**src/rtl/grace_pkg.sv**
```systemverilog
// Shared definitions for Grace bus masters: sequencer state encoding and default widths.
// Imported by the arbiter top and available to other Grace masters.
package grace_pkg;

    typedef enum logic [1:0] {
        IDLE = 2'd0,
        ACC  = 2'd1,
        REL  = 2'd2
    } grace_state_e;

    localparam int GRACE_DW    = 32;
    localparam int GRACE_AW    = 8;
    localparam int GRACE_TO    = 15;
    // Access counter width; large enough for the maximum timeout of 255.
    localparam int GRACE_CNT_W = 8;

endpackage

```
**src/rtl/grace_rr_pick.sv**
```systemverilog
// Combinational round-robin picker: first set request at or above the pointer,
// wrapping past NR-1, returned as a one-hot grant with a valid flag.
module grace_rr_pick #(
    parameter int NR = 4,
    parameter int PW = $clog2(NR)
) (
    input  logic [NR-1:0] req_i,
    input  logic [PW-1:0] ptr_i,
    output logic [NR-1:0] gnt_o,
    output logic          vld_o
);

    logic [PW-1:0] idx;

    always_comb begin
        gnt_o = '0;
        vld_o = 1'b0;
        idx   = '0;
        for (int i = 0; i < NR; i++) begin
            idx = PW'((int'(ptr_i) + i) % NR);
            if (!vld_o && req_i[idx]) begin
                gnt_o[idx] = 1'b1;
                vld_o      = 1'b1;
            end
        end
    end

endmodule

```
**src/rtl/grace_arb.sv**
```systemverilog
// Round-robin arbiter and access sequencer sharing one Grace bus among NR requesters.
// One registered CS pulse per access, acknowledge timeout, and a release phase between accesses.
module grace_arb
    import grace_pkg::*;
#(
    parameter int NR = 4,
    parameter int DW = GRACE_DW,
    parameter int AW = GRACE_AW,
    parameter int TO = GRACE_TO
) (
    input  logic             Grace_Ck,
    input  logic             Grace_Rs,
    input  logic [NR-1:0]    Req_Vld,
    input  logic [NR-1:0]    Req_WR,
    input  logic [NR*AW-1:0] Req_Addr,
    input  logic [NR*DW-1:0] Req_WD,
    output logic [NR-1:0]    Req_Done,
    output logic             Req_Err,
    output logic [DW-1:0]    Req_RD,
    input  logic             Grace_Re,
    output logic             Grace_CS,
    output logic             Grace_WR,
    output logic [AW-1:0]    Grace_Addr,
    output logic [DW-1:0]    Grace_WD,
    input  logic             Grace_Ac,
    input  logic [DW-1:0]    Grace_RD,
    output grace_state_e     Dbg_State
);

    localparam int PW = $clog2(NR);
    localparam int CW = GRACE_CNT_W;

    grace_state_e     state_q;
    logic [PW-1:0]    ptr_q;
    logic [PW-1:0]    sel_q;
    logic [CW-1:0]    cnt_q;
    logic             cs_q;
    logic             wr_q;
    logic [AW-1:0]    addr_q;
    logic [DW-1:0]    wd_q;
    logic [NR-1:0]    done_q;
    logic             err_q;
    logic [DW-1:0]    rd_q;

    logic [NR-1:0]    pick_gnt;
    logic             pick_vld;
    logic [PW-1:0]    pick_idx;

    grace_rr_pick #(
        .NR (NR),
        .PW (PW)
    ) u_pick (
        .req_i (Req_Vld),
        .ptr_i (ptr_q),
        .gnt_o (pick_gnt),
        .vld_o (pick_vld)
    );

    always_comb begin
        pick_idx = '0;
        for (int i = 0; i < NR; i++) begin
            if (pick_gnt[i]) begin
                pick_idx = PW'(i);
            end
        end
    end

    always_ff @(posedge Grace_Ck or negedge Grace_Rs) begin
        if (!Grace_Rs) begin
            state_q <= IDLE;
            ptr_q   <= '0;
            sel_q   <= '0;
            cnt_q   <= '0;
            cs_q    <= 1'b0;
            wr_q    <= 1'b0;
            addr_q  <= '0;
            wd_q    <= '0;
            done_q  <= '0;
            err_q   <= 1'b0;
            rd_q    <= '0;
        end else begin
            done_q <= '0;
            err_q  <= 1'b0;
            case (state_q)
                IDLE: begin
                    if (Grace_Re && pick_vld) begin
                        sel_q   <= pick_idx;
                        wr_q    <= Req_WR[pick_idx];
                        addr_q  <= Req_Addr[pick_idx*AW +: AW];
                        wd_q    <= Req_WD[pick_idx*DW +: DW];
                        cs_q    <= 1'b1;
                        cnt_q   <= '0;
                        ptr_q   <= (int'(pick_idx) == NR - 1) ? '0 : pick_idx + 1'b1;
                        state_q <= ACC;
                    end
                end
                ACC: begin
                    cnt_q <= cnt_q + 1'b1;
                    // Acknowledge takes priority over a timeout in the same cycle.
                    if (Grace_Ac) begin
                        if (!wr_q) begin
                            rd_q <= Grace_RD;
                        end
                        done_q[sel_q] <= 1'b1;
                        cs_q          <= 1'b0;
                        state_q       <= REL;
                    end else if (cnt_q == CW'(TO)) begin
                        done_q[sel_q] <= 1'b1;
                        err_q         <= 1'b1;
                        cs_q          <= 1'b0;
                        state_q       <= REL;
                    end
                end
                REL: begin
                    // Hold CS low until the slave drops Ac so a stale acknowledge
                    // cannot complete the next access.
                    if (!Grace_Ac) begin
                        cnt_q   <= '0;
                        state_q <= IDLE;
                    end
                end
                default: begin
                    cs_q    <= 1'b0;
                    state_q <= IDLE;
                end
            endcase
        end
    end

    assign Grace_CS   = cs_q;
    assign Grace_WR   = wr_q;
    assign Grace_Addr = addr_q;
    assign Grace_WD   = wd_q;
    assign Req_Done   = done_q;
    assign Req_Err    = err_q;
    assign Req_RD     = rd_q;
    assign Dbg_State  = state_q;

endmodule

```
**config.mk**
```make
export PLATFORM = sky130hd
export DESIGN_NAME = grace_arb
export DESIGN_NICKNAME = d
export VERILOG_FILES = /design/src/rtl/grace_pkg.sv /design/src/rtl/grace_rr_pick.sv /design/src/rtl/grace_arb.sv
export SDC_FILE = /design/constraint.sdc
export NUM_CORES = 1
export LEC_CHECK = 0
export CAP_MARGIN = 10
export CORE_MARGIN = 4
export CORE_UTILIZATION = 30
export DETAILED_ROUTE_END_ITERATION = 10
export DONT_BUFFER_PORTS = 1
export PLACE_DENSITY = 0.5
export SLEW_MARGIN = 25
export SYNTH_ARGS = -nofsm -noshare
export SYNTH_HDL_FRONTEND = slang
export SYNTH_HIERARCHICAL = 1
export SYNTH_SLANG_ARGS = --single-unit
export TNS_END_PERCENT = 1
```
**constraint.sdc**
```tcl
create_clock -name Grace_Ck -period 3.75 [get_ports Grace_Ck]
set_clock_uncertainty 0.1 [all_clocks]
set_input_delay 1.125 -clock Grace_Ck [delete_from_list [all_inputs] [get_ports Grace_Ck]]
set_output_delay 1.125 -clock Grace_Ck [all_outputs]
set_load 0.005 [all_outputs]
```
Yosys cells after proc, flatten, opt, wreduce, memory -nomap -nowiden --
Index checks and enable logic that the tools add are counted.
Word-level totals: flip-flop bits (word level) 93, input bits 204, output and inout port bits 81, logic and storage cells 110
Cells by class: add/subtract/negate cells 5, magnitude comparators 11, eq/ne operators 7, shift-type cells 2, muxes and demuxes 50, bitwise gates (word level) 5, reductions and logical operators 19
Operators with widths (number):
- $shiftx A128 B8 Y32 | 1
- $shiftx A32 B6 Y8 | 1
- $mux W4 | 7
- $pmux W8 S3 | 1
- $mux W1 | 21
- $lt A2 B3 Y1 const B | 6
- $mux W8 | 2
- $mux W2 | 7
- $or A4 B4 Y4 | 3
- $reduce_and A3 Y1 | 4
- $bmux W1 S2 | 5
- $demux W1 S2 | 5
- $ge A2 B1 Y1 const B | 5
- $logic_and A1 B1 Y1 | 9
- $add A8 B1 Y8 const B | 1
- $eq A8 B4 Y1 const B | 1
- $pmux W2 S3 | 1
- $add A2 B1 Y2 const B | 2
- $add A2 B2 Y2 const B | 2
- $eq A2 B1 Y1 const B | 2
- $ne A2 B2 Y1 const B | 2
- $logic_not A1 Y1 | 3
- $ne A3 B3 Y1 const B | 1
- $pmux W1 S3 | 1
- other kinds (5) | 6

Depth between registers and ports, before layout --
Gate-level depths: netlist of run 1.
word-level depth 17, gate-level depth with buffers 14, depth with buffers taken out 10

By module --
Netlist of run 1, hierarchy kept.
Modules (own cells, without submodules):
- grace_arb | times used 1, cells an instance 429, area each 4664.5 um^2, sequential area each 2327.2 um^2
- grace_rr_pick | times used 1, cells an instance 62, area each 494.2 um^2, sequential area each 0.0 um^2

Worst setup path before layout of run 1 --
Ideal clock, no wire load.
kind input -> register, from in Req_Vld[0], to reg wd_q[17] (netlist: Grace_WD[17]), setup time 0.133 ns, data arrival time 3.409 ns, data required time 3.517 ns, slack 0.107 ns, stages on the path 10, path buffers 3, path through clkbuf_2 or3b_1 a2111o_1 nand3_2 o2bb2ai_1 buf_2 buf_1 mux2_2 a221oi_1 o21ai_0
On the way: word-level cells in the longest chain between the ends 16, elaborated cells between the ends (all ways) 31, those cells by class shift: 1; mux: 19; bitwise: 3; reduce/logical: 8
Ends and longest elaborated chain:
- start: declaration | RTL line grace_arb.sv:13 | input logic [NR-1:0] Req_Vld,
- $bmux W1 S2 | RTL line grace_rr_pick.sv:21 | if (!vld_o && req_i[idx]) begin
- $mux W1 (implied by the code) | RTL line grace_rr_pick.sv:21
- $mux W1 | RTL line grace_rr_pick.sv:21
- $logic_not A1 Y1 | RTL line grace_rr_pick.sv:21
- $logic_and A1 B1 Y1 | RTL line grace_rr_pick.sv:21
- $mux W1 | RTL line grace_rr_pick.sv:21
- $logic_not A1 Y1 | RTL line grace_rr_pick.sv:21
- $logic_and A1 B1 Y1 | RTL line grace_rr_pick.sv:21
- $mux W1 | RTL line grace_rr_pick.sv:21
- $logic_not A1 Y1 | RTL line grace_rr_pick.sv:21
- $logic_and A1 B1 Y1 | RTL line grace_rr_pick.sv:21
- $mux W4 * | RTL line grace_rr_pick.sv:21
- via pick_gnt[1] | RTL line grace_arb.sv:45 | logic [NR-1:0] pick_gnt;
- $mux W1 * | RTL line grace_arb.sv:62 | if (pick_gnt[i]) begin
- $mux W2 * (2 in series) | RTL line grace_arb.sv:62
- $shiftx A128 B8 Y32 * | RTL line grace_arb.sv:90 | wd_q <= Req_WD[pick_idx*DW +: DW];
- end signal: assignment | RTL line grace_arb.sv:90
- end: declaration | RTL line grace_arb.sv:40 | logic [DW-1:0] wd_q;
The timed path passes the listed nets; every way through them passes the cells marked *. The select of a mux whose other input is x is not followed. A chain may end at the register's enable or synchronous reset.

Worst setup path after layout of run 1 --
from in Req_Vld[0], to reg wd_q[18] (netlist: Grace_WD[18])
Same word-level chain as after synthesis.

==> impl_metrics.py, run 1 <==
metrics = {
    "status": {
        "outcome": "finished, final reports clean",
    },
    "power_and_ir_drop": {
        "power_density_mw_per_mm2": 1000,
        "finalPower_mw": 5.81,
        "irDropWorstVdd_v": 0.000431,
        "p_leak_nw": 2.48,
    },
    "cts": {
        "tritoncts": "built",
        "cts-root-buf": "clkbuf_16",
        "htree_levels": 3,
        "numCtsBuffers": 9,
        "ctsHoldBuffers": 0,
        "post_cts_resized": 0,
        "clk_pin_slew_ns": 0.07,
        "post-cts-setup-buffers": 0,
        "cts_sinks": 93,
        "clockBufferDepth": 2,
        "clock_latency_ns": 0.34,
    },
    "setup_path": {
        "critPathTopFamily": "compound AO/OA/AOI/OAI gates",
        "cp_slowest_cell": "a2111o_1",
        "r2r_setup_slack_ns": 0.63,
        "cp_max_fo": 43,
        "worst-endpoint-required_ns": 3.87,
        "cp_num_buf_inv": 1,
        "max_stage_delay_ns": 0.42,
        "startpoint_type": "input port",
        "critPathKind": "input port to flop",
        "cp_cell_sequence": "or3b_1, a2111o_1, nand3_2, o2bb2ai_4, buf_12, mux2_2, a221oi_1, o21ai_0",
        "arrival_ns": 3.30,
        "worstSetupEndpointType": "flop",
    },
    "sta": {
        "hold_viol": 0,
        "worstMarginPinSlew_ns": 0.537,
        "fin_crit_ns": 3.18,
        "rsz0062_at_grt": "false",
        "slew_viol_final": 0,
        "fmax_mhz": 314,
        "setup-tns-final_ns": 0,
        "holdWs_ns": 0.361,
        "period_share": 0.848,
        "setup_viol": 0,
        "relSlewSlack": 0.642,
    },
    "drt": {
        "drc": 0,
        "dr_total_vias": 3876,
        "wl_per_cell_um": 22.4,
        "antenna_left": 0,
        "viasPerCell": 5.55,
        "routed_wl_um": 15600,
        "dr.pass1.iters": 4,
        "drt_iter0_markers": 209,
    },
    "global_routing": {
        "grtUsageTotal": 0.156,
        "grt_remaining_overflow": 0,
        "grt_first_pass_wirelength_um": 23600,
        "grt_max_degree": 94,
        "grt_pass1_vias": 3980,
        "antenna_found_initial": 4,
    },
    "die": {
        "coreArea_mm2": 0.0166,
        "ios": 285,
        "die_area_mm2": 0.0192,
        "die_w_um": 138,
        "placementRows": 47,
        "die_h_um": 138,
        "start_util": 0.307,
    },
    "flow_run": {
        "maxCapViolations": 0,
    },
    "place": {
        "hpwl_um": 11700,
        "port_buffers": 0,
        "place_congestion": 0.820,
    },
    "hold_path": {
        "min_path_type": "flop to flop",
    },
    "yosys": {
        "syn_nets": 695,
        "synth_area_mm2": 0.00511,
        "yosysWarnings": 6,
        "syn_inst": 484,
        "syn-mean-instance-area_um2": 10.5,
    },
    "cells_and_area": {
        "nNetsFinal": 680,
        "syn2layout_area_growth_pct": 13.3,
        "drive_above_1_share": 0.211,
        "fillCellCount": 1673,
    },
}
[placed cells by master, fill, tap and decap left out, types with 13 or more instances in the layout]
cell type,instances
a211oi_1,14
a21o_1,13
a221oi_1,22
and3_1,23
dfrtp_1,93
mux2_2,61
mux2i_1,20
nand2_1,45
nor2_1,22
o21ai_0,35
[worst register-to-register path: stages (launching register included)]
cell and delay [ns]:
dfrtp_1 0.37, inv_1 0.14, ha_1 0.34, mux2i_1 0.21
mux2_2 0.33, a211oi_1 0.39, o2bb2ai_4 0.25, buf_4 0.29
and3_1 0.22, a221oi_1 0.26, o21ai_0 0.11
[through the flow]
| stage | cell area, um2 | utilization | setup WS (ns) | cells |
|---|---|---|---|---|
| 2_1_floorplan | 5110 | - | 0.120 | 484 |
| 3_3_place_gp | 5430 | 0.326 | 0.279 | 678 |
| 3_5_place_dp | 5430 | 0.326 | 0.185 | 678 |
| 4_1_cts | 5780 | 0.347 | 0.562 | 694 |
| 5_1_grt | 5780 | 0.348 | 0.431 | 697 |
| 6_report | 5790 | 0.348 | 0.568 | 698 |
[layer usage]
| metal | track usage | up-vias | routed length (um) |
|---|---|---|---|
| met4 | 0.0723 | 0 | 291 |
| li1 | - | 1783 | - |
| met2 | 0.259 | 215 | 7820 |
| met5 | 0 | - | 0 |
| met3 | 0.0549 | 21 | 1470 |
| met1 | 0.182 | 1857 | 6060 |
[area by class of cell]
cell class                      count  area, um2  share of cell area
Clock inverter                      6        116              0.0201
Tap cell                          220        275              0.0476
Timing Repair Buffer               15        163              0.0281
Clock buffer                       10        229              0.0396
Antenna cell                        4       10.0             0.00173
Inverter                            6       22.5             0.00389
Multi-Input combinational cell    344       2640               0.457
Sequential cell                    93       2330               0.402
[where the power goes]
group / leakage (nW) / switching (mW) / internal (mW) / total [mW]
Clock: 0.168 / 0.410 / 0.659 / 1.07
Sequential: 1.16 / 0.391 / 1.45 / 1.84
Combinational: 1.15 / 1.59 / 1.31 / 2.90
[final timing paths]
check,start,to,cells past startpoint
setup reg to reg,ptr_q[0],Grace_WD[18],10
setup / recovery,Req_Vld[0],Grace_WD[18],8
hold / removal,sel_q[0],Req_Done[2],1
hold reg to reg,sel_q[0],Req_Done[2],1
min in group asynchronous,Grace_Rs,Req_RD[0],0
max in group asynchronous,Grace_Rs,ptr_q[1],0
[registers in the layout (all words and copies together) (netlist names)]
register,cells
cnt_q,8
Grace_WR,1
ptr_q,2
Req_Err,1
Dbg_State,2
Req_RD,32
Grace_WD,32
Grace_CS,1
Req_Done,4
Grace_Addr,8
sel_q,2
No activity file was read; power rests on OpenSTA's default activity.
==> run 2, diff against run 1 <==
Clock period 3.75 ns to 3.2 ns, I/O delays scaled along.
==> run 2 against run 1 <==
Against the previous run:
- global-route usage about the same
- setup slack worse by 0.39 ns
- sequential share of layout area down 0.37 points
- first-iteration DRC count down 21%
- register-to-register slack worse by 0.46 ns
- wire length down 0.36%
- power up 18%
- design area up 0.93%
- final cell count up 0.43%
- critical endpoint is now Grace_WD[12]
==> impl_metrics.py, run 2 (synthesis gave the netlist of run 1 again) <==
metrics = {
    "setup_path": {
        "startpoint_type": "flop",
        "cp_slowest_cell": "ha_1",
        "worstSetupEndpointType": "flop",
        "cp_cell_sequence": "inv_1, ha_1, mux2i_2, mux2_2, a211oi_2, o2bb2ai_4, buf_12, mux2_2, a221oi_1, o21ai_0",
        "cp_max_fo": 36,
        "r2r_setup_slack_ns": 0.17,
        "arrival_ns": 3.15,
        "cp_num_buf_inv": 2,
        "critPathTopFamily": "multiplexers",
        "worst-endpoint-required_ns": 3.32,
        "timing.critical_path.mode_cell": "mux2_2",
        "max_stage_delay_ns": 0.45,
        "critPathKind": "flop to flop",
    },
    "place": {
        "port_buffers": 0,
        "hpwl_um": 11800,
        "pre_cts_slack_ns": -0.0685,
        "place_inst": 683,
        "place_congestion": 0.830,
    },
    "hold_path": {
        "min_path_type": "input port to async pin",
    },
    "drt": {
        "viasPerCell": 5.46,
        "wl_per_cell_um": 22.2,
        "routed_wl_um": 15600,
        "antenna_left": 0,
        "drc": 0,
        "dr.pass1.iters": 4,
        "drt_iter0_markers": 166,
        "dr_total_vias": 3824,
    },
    "sta": {
        "setup_viol": 0,
        "hold_viol": 0,
        "slew_viol_final": 0,
        "holdWs_ns": 0.210,
        "relSlewSlack": 0.725,
        "rsz0062_at_grt": "false",
        "period_share": 0.946,
        "fin_crit_ns": 3.03,
        "fmax_mhz": 330,
        "worstMarginPinSlew_ns": 0.412,
        "fin_ws_ns": 0.174,
    },
    "power_and_ir_drop": {
        "irDropWorstVdd_v": 0.000433,
        "p_leak_nw": 2.50,
        "power_density_mw_per_mm2": 1180,
    },
    "cells_and_area": {
        "seq_area_mm2": 0.00233,
        "multiInputGateArea_mm2": 0.00266,
        "drive_above_1_share": 0.230,
        "stdcell_count": 701,
        "syn2layout_area_growth_pct": 14.4,
        "layout_common_cells": "93 x dfrtp_1, 61 x mux2_2, 45 x nand2_1",
        "nNetsFinal": 685,
        "layout_commonest_cell": "dfrtp_1",
        "fillCellCount": 1683,
    },
    "cts": {
        "tritoncts": "built",
        "clock_latency_ns": 0.34,
        "clockBufferDepth": 2,
        "numCtsBuffers": 9,
        "cts_sinks": 93,
        "clk_pin_slew_ns": 0.07,
        "htree_levels": 3,
        "post-cts-setup-buffers": 0,
        "cts-root-buf": "clkbuf_16",
    },
    "global_routing": {
        "grtUsageTotal": 0.156,
        "grt_pass1_vias": 4080,
        "grt_max_degree": 94,
        "grt_remaining_overflow": 0,
        "antenna_found_initial": 2,
        "grt_first_pass_wirelength_um": 24000,
    },
    "die": {
        "die_h_um": 138,
        "die_w_um": 138,
        "die_area_mm2": 0.0192,
        "start_util": 0.307,
        "ios": 285,
        "coreArea_mm2": 0.0166,
        "placementRows": 47,
    },
    "status": {
        "outcome": "finished, final reports clean",
    },
    "flow_run": {
        "maxCapViolations": 0,
    },
}
==> run 2: path summary, 6_finish.rpt <==
path | startpoint | to | cells after the start
min in group Grace_Ck | sel_q[0] | Req_Done[2] | 1
max in group asynchronous | Grace_Rs | ptr_q[1] | 0
worst min register to register | sel_q[0] | Req_Done[2] | 1
worst max register to register | ptr_q[0] | Grace_WD[12] | 10
worst min-delay path | Grace_Rs | cnt_q[7] | 0
worst max-delay path | ptr_q[0] | Grace_WD[12] | 10
==> run 2: repair_timing <==
action	4_1_cts	5_1_grt
hold buffers	0	0
resized for setup	0	4
endpoints found under the setup margin	0	4
==> run 2: worst reg2reg max path, delay by kind of cell, from the launching register on <==
family	cells	cell delay, ns
flops	1	0.34
fa+ha+maj	1	0.45
mux	3	0.97
compound gates	4	0.72
buf+inv	2	0.32
==> run 2: area by class of cell <==
type,instances,area share
inverters,6,0.00386
clock buffers,9,0.0386
well taps,220,0.0471
clock inverters,7,0.0148
repair buffers,20,0.0407
multi-input cells,344,0.456
diodes,2,0.000857
flip-flops and latches,93,0.398
==> run 2: stage by stage <==
| stage | area, um2 | util | TNS, ns | total power, mW |
|---|---|---|---|---|
| finish | 5840 | 0.351 | 0 | 6.88 |
| global route | 5840 | 0.351 | 0 | 7.39 |
| CTS | 5820 | 0.350 | 0 | 6.93 |
| detailed placement | 5510 | 0.331 | -0.134 | 5.77 |
| global placement | 5510 | 0.331 | -0.0982 | 5.67 |
| floorplan | 5130 | - | -0.322 | 4.65 |
==> run 2: routing by layer <==
metal / up-vias / share of wire / global-route usage
met1: 1827 / 0.39 / 0.178
met4: 0 / 0.019 / 0.0551
met5: - / 0 / 0
met3: 18 / 0.10 / 0.0684
met2: 195 / 0.49 / 0.262
li1: 1784 / - / -
==> run 2: power by group <==
part	total [mW]	leakage (nW)	internal (mW)	switching (mW)
Clock	1.14	0.151	0.626	0.513
Combinational	3.58	1.19	1.70	1.89
Sequential	2.16	1.16	1.70	0.458
Total	6.88	2.50	4.03	2.86
==> run 3, diff against run 2 <==
Settings changed: CTS_CLUSTER_DIAMETER set to 150, PLACE_DENSITY 0.5 to 0.51.
Clock period 3.2 ns to 2.7 ns, I/O delays scaled along.
==> run 3 against run 2 <==
Against the previous run:
- the run now ends with setup timing left
- fmax grew 9.6%
- critical path type unchanged
- clock-buffer cell count grew 1
- sequential share of layout area shrank 4.2 points
- clock power grew 9.6%
- wire length grew 7.9%
- power grew 44%
- first-iteration DRC count grew 26%
- register-to-register slack lost 0.23 ns
- flip-flop and latch count is the same
==> impl_metrics.py, run 3 (synthesis gave the netlist of run 1 again) <==
metrics = {
    "status": {
        "outcome": "finished, violations left",
        "violations": "setup timing",
    },
    "drt": {
        "viasPerCell": 5.51,
        "drt_iter0_markers": 209,
        "antenna_left": 0,
        "drc": 0,
        "wl_per_cell_um": 23.0,
        "dr.pass1.iters": 5,
        "routed_wl_um": 16800,
        "dr_total_vias": 4032,
    },
    "setup_path": {
        "reg2reg_from": "ptr_q[0]",
        "cp_slowest_cell": "dfrtp_1",
        "crit_end": "Grace_Addr[6]",
        "timing.critical_path.mode_cell": "buf_12",
        "critPathLaunch": "ptr_q[0]",
        "startpoint_type": "flop",
        "max_stage_delay_ns": 0.39,
        "arrival_ns": 2.88,
        "critPathKind": "flop to flop",
        "r2r_end": "Grace_Addr[6]",
        "cp_cell_sequence": "inv_2, ha_4, mux2i_4, buf_6, o22ai_1, a211oi_2, o2bb2ai_4, buf_12, buf_12, mux2_4, a221oi_4, o21ai_1",
        "r2r_setup_slack_ns": -0.06,
        "worstSetupEndpointType": "flop",
        "cp_max_fo": 7,
        "worst_r2r_path_depth": 12,
        "worst-endpoint-required_ns": 2.82,
    },
    "sta": {
        "fin_ws_ns": -0.0611,
        "relSlewSlack": 0.747,
        "period_share": 1.02,
        "fin_crit_ns": 2.76,
        "setup_viol": 14,
        "hold_viol": 0,
        "slew_viol_final": 0,
        "rsz0062_at_grt": "true",
        "fmax_mhz": 362,
        "worstMarginPinSlew_ns": 0.376,
    },
    "die": {
        "coreArea_mm2": 0.0166,
        "die_h_um": 138,
        "die_area_mm2": 0.0192,
        "ios": 285,
        "die_w_um": 138,
        "placementRows": 47,
        "start_util": 0.307,
    },
    "cells_and_area": {
        "layout_commonest_cell": "dfrtp_1",
        "nNetsFinal": 714,
        "layout_common_cells": "93 x dfrtp_1, 46 x mux2_2, 45 x nand2_1",
        "drive_above_1_share": 0.354,
        "syn2layout_area_growth_pct": 27.9,
        "stdcell_count": 732,
    },
    "global_routing": {
        "gr-usage-met3": 0.0673,
        "grtUsageMet1": 0.192,
        "grt_first_pass_wirelength_um": 25700,
        "grt_pass1_vias": 4374,
        "grtUsageTotal": 0.169,
        "grt_max_degree": 94,
        "grt_remaining_overflow": 0,
        "met2_usage": 0.285,
        "top_usage_layer": "met2",
        "antenna_found_initial": 4,
    },
    "cts": {
        "clk_pin_slew_ns": 0.07,
        "htree_levels": 3,
        "ctsHoldBuffers": 0,
        "clock_latency_ns": 0.34,
        "cts-root-buf": "clkbuf_16",
        "tritoncts": "built",
        "numCtsBuffers": 9,
        "cts_sinks": 93,
        "clockBufferDepth": 2,
    },
    "power_and_ir_drop": {
        "power.switching_mw": 4.03,
        "irDropWorstVdd_v": 0.000715,
        "combPwrFrac": 0.612,
        "intPower_mw": 5.85,
        "p_leak_nw": 2.78,
        "power_density_mw_per_mm2": 1510,
        "p_clk_frac": 0.126,
        "power.share.switching": 0.408,
        "p_seq_frac": 0.261,
    },
    "place": {
        "place_congestion": 0.860,
        "port_buffers": 0,
        "place_inst": 703,
        "hpwl_um": 12600,
        "pre_cts_slack_ns": -0.403,
    },
    "hold_path": {
        "min_path_type": "input port to async pin",
    },
    "flow_run": {
        "maxCapViolations": 0,
    },
}
[run 3: final cells by class]
type                            count  area, um2
Fill cell                        1616      10100
Multi-Input combinational cell    344       2990
Sequential cell                    93       2330
Timing Repair Buffer               49        607
Tap cell                          220        275
Clock buffer                       10        239
Clock inverter                      6       55.1
Inverter                            6       25.0
Antenna cell                        4       10.0
[run 3: how the worst min path moves through the flow]
stage,start,to,slack (ns),cells past startpoint
global placement,sel_q[0],Req_Done[2],0.35,1
CTS,Grace_Rs,cnt_q[5],0.04,0
detailed placement,sel_q[0],Req_Done[2],0.36,1
global route,Grace_Rs,cnt_q[6],0.03,0
finish,Grace_Rs,cnt_q[6],0.06,0
floorplan,sel_q[0],Req_Done[2],0.32,1
[run 3: metrics by stage]
step	util	setup TNS, ns	hold slack, ns	area (um2)	total power, mW
after global placement	0.350	-12.71	0.354	5820	7.57
final	0.392	-0.290	0.0582	6530	9.89
after detailed placement	0.350	-14.34	0.358	5820	7.70
after floorplan	-	-11.88	0.325	5260	5.82
after global routing	0.392	-5.39	0.0285	6530	10.6
after CTS	0.389	-1.26	0.0360	6470	9.87
[run 3: worst max-delay path, delay by kind of cell (launching register included)]
family,cells,cell delay [ns]
buf+inv,4,0.51
fa+ha+maj,1,0.31
flops,1,0.39
compound gates,5,0.74
mux,2,0.59
[run 3: per-layer routing]
metal / wire [um] / share of wire
met2: 8320 / 0.49
met4: 448 / 0.027
met1: 6450 / 0.38
met3: 1610 / 0.096
met5: 0 / 0
[run 3: power groups by stage]
stage,clock network (mW),logic [mW],registers [mW]
after global placement,0,4.95,2.62
after detailed placement,0,5.07,2.62
final,1.25,6.05,2.58
after global routing,1.37,6.51,2.67
after CTS,1.31,5.95,2.61
after floorplan,0,3.40,2.41
[run 3: timing repair]
| action | 4_1_cts | 5_1_grt |
|---|---|---|
| resized for setup | 61 | 15 |
| endpoints found under the setup margin | 43 | 44 |
| gates cloned | 2 | 0 |
| buffers inserted | 8 | 0 |
| pin swaps | 43 | 7 |
